==> src/rtl/cmple_serial_stage_if.sv <==
// Handshake bundle for the bit-serial a <= b comparator stage.
// The master side supplies operands and consumes results; the slave is the stage.
interface cmple_serial_stage_if #(
    parameter int unsigned WIDTH = 4
);
    localparam int unsigned CW = $clog2(WIDTH + 1);

    logic             in_valid;
    logic             in_ready;
    logic [WIDTH-1:0] a;
    logic [WIDTH-1:0] b;
    logic             out_valid;
    logic             out_ready;
    logic             le;
    logic             eq;
    logic [CW-1:0]    nbits;

    modport master (
        output in_valid, a, b, out_ready,
        input  in_ready, out_valid, le, eq, nbits
    );

    modport slave (
        input  in_valid, a, b, out_ready,
        output in_ready, out_valid, le, eq, nbits
    );
endinterface

==> src/rtl/cmple_serial_stage.sv <==
// Bit-serial unsigned a <= b comparator: scans MSB-first, one bit per clock,
// stops at the first differing bit and holds the result until it is taken.
module cmple_serial_stage #(
    parameter int unsigned WIDTH = 4,
    localparam int unsigned CW = $clog2(WIDTH + 1)
) (
    input logic                 clk,
    input logic                 rst_n,
    cmple_serial_stage_if.slave bus_io
);
    localparam int unsigned IW = $clog2(WIDTH);

    typedef enum logic [1:0] {StIdle, StScan, StHold} state_e;

    state_e           state_q;
    logic [WIDTH-1:0] a_q;
    logic [WIDTH-1:0] b_q;
    logic [IW-1:0]    idx_q;
    logic [CW-1:0]    nbits_q;
    logic             le_q;
    logic             eq_q;
    logic             out_valid_q;

    logic a_bit;
    logic b_bit;

    assign a_bit = a_q[idx_q];
    assign b_bit = b_q[idx_q];

    always_ff @(posedge clk or negedge rst_n) begin
        if (!rst_n) begin
            state_q     <= StIdle;
            a_q         <= '0;
            b_q         <= '0;
            idx_q       <= '0;
            nbits_q     <= '0;
            le_q        <= 1'b0;
            eq_q        <= 1'b0;
            out_valid_q <= 1'b0;
        end else begin
            unique case (state_q)
                StIdle: begin
                    if (bus_io.in_valid) begin
                        a_q     <= bus_io.a;
                        b_q     <= bus_io.b;
                        idx_q   <= IW'(WIDTH - 1);
                        nbits_q <= '0;
                        state_q <= StScan;
                    end
                end
                StScan: begin
                    nbits_q <= nbits_q + CW'(1);
                    if (a_bit != b_bit) begin
                        // First differing bit decides: a <= b exactly when b has the 1.
                        le_q        <= b_bit;
                        eq_q        <= 1'b0;
                        out_valid_q <= 1'b1;
                        state_q     <= StHold;
                    end else if (idx_q == '0) begin
                        le_q        <= 1'b1;
                        eq_q        <= 1'b1;
                        out_valid_q <= 1'b1;
                        state_q     <= StHold;
                    end else begin
                        idx_q <= idx_q - IW'(1);
                    end
                end
                StHold: begin
                    if (bus_io.out_ready) begin
                        out_valid_q <= 1'b0;
                        state_q     <= StIdle;
                    end
                end
                default: state_q <= StIdle;
            endcase
        end
    end

    assign bus_io.in_ready  = (state_q == StIdle);
    assign bus_io.out_valid = out_valid_q;
    assign bus_io.le        = le_q;
    assign bus_io.eq        = eq_q;
    assign bus_io.nbits     = nbits_q;
endmodule
==> src/flat_wrapper.sv <==
// flat-port wrapper written by rule: the top's interface ports become plain ports
module cmple_serial_stage_flat 
#(
    parameter int unsigned WIDTH = 4,
    localparam int unsigned CW = $clog2(WIDTH + 1)
)
  (clk, rst_n, bus_io_in_valid, bus_io_a, bus_io_b, bus_io_out_ready, bus_io_in_ready, bus_io_out_valid, bus_io_le, bus_io_eq, bus_io_nbits);
  cmple_serial_stage_if #(.WIDTH(WIDTH)) bus_io_i ();
  input logic clk;
  input logic rst_n;
  input wire logic [$bits(bus_io_i.in_valid)-1:0] bus_io_in_valid;
  input wire logic [$bits(bus_io_i.a)-1:0] bus_io_a;
  input wire logic [$bits(bus_io_i.b)-1:0] bus_io_b;
  input wire logic [$bits(bus_io_i.out_ready)-1:0] bus_io_out_ready;
  output wire logic [$bits(bus_io_i.in_ready)-1:0] bus_io_in_ready;
  output wire logic [$bits(bus_io_i.out_valid)-1:0] bus_io_out_valid;
  output wire logic [$bits(bus_io_i.le)-1:0] bus_io_le;
  output wire logic [$bits(bus_io_i.eq)-1:0] bus_io_eq;
  output wire logic [$bits(bus_io_i.nbits)-1:0] bus_io_nbits;
  assign bus_io_i.in_valid = bus_io_in_valid;
  assign bus_io_i.a = bus_io_a;
  assign bus_io_i.b = bus_io_b;
  assign bus_io_i.out_ready = bus_io_out_ready;
  assign bus_io_in_ready = bus_io_i.in_ready;
  assign bus_io_out_valid = bus_io_i.out_valid;
  assign bus_io_le = bus_io_i.le;
  assign bus_io_eq = bus_io_i.eq;
  assign bus_io_nbits = bus_io_i.nbits;
  cmple_serial_stage #(.WIDTH(WIDTH)) u_core (.clk(clk), .rst_n(rst_n), .bus_io(bus_io_i));
endmodule
==> config.mk <==
export PLATFORM = sky130hd
export DESIGN_NAME = cmple_serial_stage_flat
export DESIGN_NICKNAME = d
export VERILOG_FILES = /design/src/rtl/cmple_serial_stage_if.sv /design/src/rtl/cmple_serial_stage.sv /design/src/flat_wrapper.sv
export SDC_FILE = /design/constraint.sdc
export NUM_CORES = 1
export LEC_CHECK = 0
export ABC_AREA = 1
export CORE_MARGIN = 4
export CORE_UTILIZATION = 50
export DETAILED_ROUTE_END_ITERATION = 10
export GPL_ROUTABILITY_DRIVEN = 0
export PLACE_DENSITY = 0.82
export SYNTH_ARGS = -nofsm -noshare
export SYNTH_HDL_FRONTEND = slang
export SYNTH_SLANG_ARGS = --single-unit
==> constraint.sdc <==
create_clock -name clk -period 2.2 [get_ports clk]
set_clock_uncertainty 0.15 [all_clocks]
set_input_delay 0.22 -clock clk [delete_from_list [all_inputs] [get_ports clk]]
set_output_delay 0.22 -clock clk [all_outputs]
set_load 0.005 [all_outputs]
==> results.json <==
{
  "grt_max_degree": 19,
  "finalMaxSlewViolations": 0,
  "antennaDiodeCount": 0,
  "worstPathMaxFanout": 4,
  "tns_ns": 0,
  "outcome": "finished clean",
  "clockRootBuffer": "clkbuf_4",
  "post_cts_resized": 0,
  "syn_area_um2": 971,
  "cap_violations": 0,
  "final_common_cell": "nand2_1",
  "grt_first_pass_wirelength_mm": 3.05,
  "die_h_um": 52.1,
  "syn_avg_cell_area_um2": 8.09,
  "wirelength_mm": 1.80,
  "postRouteAntennaNets": 0,
  "path_clk_slew_ns": 0.10,
  "portBuffers": 18,
  "antenna_found_initial": 0,
  "r2r-end": "u_core.bus_io.eq",
  "netlist-cell-type-count": 17,
  "rsz0062_at_grt": "no",
  "dp_hpwl_mm": 1.40,
  "ctsHtreeMaxLevel": 1,
  "period_share_pct": 89.7,
  "pwr_density_cell_mw_per_mm2": 1360,
  "fin_nets": 162,
  "routedWlPerCell_um": 10.9,
  "postCtsSetupBuffers": 0,
  "grt_pass1_vias": 735,
  "r2r_slack_ns": 0.34,
  "cp-start-kind": "flip-flop",
  "holdBufCountCts": 0,
  "cp.required_ns": 1.83,
  "clockBufferDepth": 2,
  "io_pins": 19,
  "syn_to_final_growth_pct": 24.1,
  "post_layout_nonfiller_instances": 166,
  "cts_made_buffers": 3,
  "rr_worst_depth": 10,
  "crit_arrival_ns": 1.60,
  "clk-insertion-delay-late_ns": 0.29,
  "drcViolationCount": 0,
  "via_per_inst": 4.78,
  "max_slew_margin_pct": 73.3,
  "cp-end-kind": "primary output",
  "ys_seq_area_share_pct": 46.4,
  "worst_slew_pin_slew_ns": 0.400,
  "syn_inst": 120,
  "synth_warnings": 0,
  "drive_above_1_share_pct": 8.51,
  "nFillCells": 155,
  "hold_class": "in -> async",
  "crit_type": "reg -> out",
  "clkSinkCount": 18,
  "row_count": 15,
  "dieArea_mm2": 0.00271,
  "dpl.cell_count": 163,
  "drt_iter0_markers": 18,
  "syn-num-nets": 139,
  "finalSetupViolCount": 0,
  "timing.fmax_mhz": 507,
  "gr-usage-all-layers_pct": 15.3,
  "mostFrequentLayoutCells": "nand2_1, clkdlybuf4s50_1, dfrtp_1, inv_1, nand3_1",
  "r2r-start": "u_core.idx_q[0]",
  "post-route-min-period_ns": 1.97,
  "ys_ff_latch": 18,
  "p_leak_nw": 0.640,
  "die_x_um": 52.1,
  "grt.overflow.total": 0,
  "multi_input_area_um2": 452,
  "power_mw": 1.64,
  "vias": 794,
  "regArea_um2": 450,
  "core_area_mm2": 0.00178,
  "ir_worst_vdd_mv": 0.736,
  "hold_viol_final": 0,
  "drt_pass1_iterations": 4,
  "cts_tree": "built",
  "initial_core_util_pct": 54.5
}
==> final cells by class <==
type	count	share of cell area (%)
Tap cell	25	2.60
Clock buffer	3	1.87
Multi-Input combinational cell	86	37.5
Sequential cell	18	37.4
Inverter	15	5.09
Timing Repair Buffer	19	15.6
==> synth_stat cells <==
cell type	n	area share, %
nand3_4	1	1.8
inv_1	13	5.0
nand2_4	2	2.3
a21boi_0	1	0.77
nand2_1	50	19
nand2_2	3	1.9
clkinv_4	1	0.90
dfrtp_1	18	46
nand3_1	11	5.7
o21ai_1	1	0.51
o21ai_0	3	1.5
buf_4	1	0.77
inv_2	1	0.39
o211ai_1	1	0.77
ha_1	7	9.0
nand4_1	2	1.3
nor2_1	4	1.5
==> worst max path at each step <==
| stage | startpoint | to | slack (ns) | cells after the start |
|---|---|---|---|---|
| 2_1_floorplan | u_core.idx_q[0] | u_core.bus_io.eq | 0.52 | 10 |
| 6_report | u_core.state_q[1] | bus_io_in_ready | 0.23 | 3 |
| 3_3_place_gp | u_core.idx_q[0] | u_core.bus_io.eq | 0.45 | 10 |
| 5_1_grt | u_core.state_q[1] | bus_io_in_ready | 0.14 | 3 |
| 4_1_cts | u_core.state_q[1] | bus_io_in_ready | 0.21 | 3 |
| 3_5_place_dp | u_core.idx_q[0] | u_core.bus_io.eq | 0.36 | 10 |
==> power breakdown <==
group          internal [mW]  switching, mW
Combinational          0.381          0.505
Clock                 0.0637         0.0948
Sequential             0.482          0.111
==> stage by stage <==
stage          util (%)  setup slack, ns  area [um2]  hold WS, ns
2_1_floorplan         -            0.515         971       -0.226
3_3_place_gp       66.3            0.446        1180        0.305
3_5_place_dp       66.3            0.358        1180        0.318
4_1_cts            67.6            0.212        1200        0.103
5_1_grt            67.6            0.135        1200        0.117
6_report           67.6            0.227        1200       0.0992
==> critical path, stage by stage, from the launching register on <==
cell and delay [ns]:
dfrtp_1 0.41, inv_1 0.11, ha_1 0.26, clkdlybuf4s50_1 0.53
==> sequential cells by signal (all words and copies together) (netlist names) <==
name / flops
u_core.idx_q: 2
u_core.bus_io.out_valid: 1
u_core.bus_io.eq: 1
u_core.a_q: 4
u_core.state_q: 2
u_core.bus_io.nbits: 3
u_core.bus_io.le: 1
u_core.b_q: 4
==> metal layers <==
layer	vias to the layer above	GRT usage [%]	share of wire, %
met3	4	3.44	5.4
li1	420	-	-
met5	-	0	0
met1	352	19.2	45
met2	18	25.5	48
met4	0	5.24	1.6
==> logic make-up (layout without fill, tap and decap cells) <==
group | Yosys count | count (layout) | synth area share (%)
AOI/OAI and AO/OA | 6 | 6 | 3.61
and+or+nand+nor | 73 | 73 | 33.9
buffers and inverters | 16 | 37 | 7.09
DFF | 18 | 18 | 46.4
adders and majority gates | 7 | 7 | 9.02
Power figures use the tool's default switching activity.
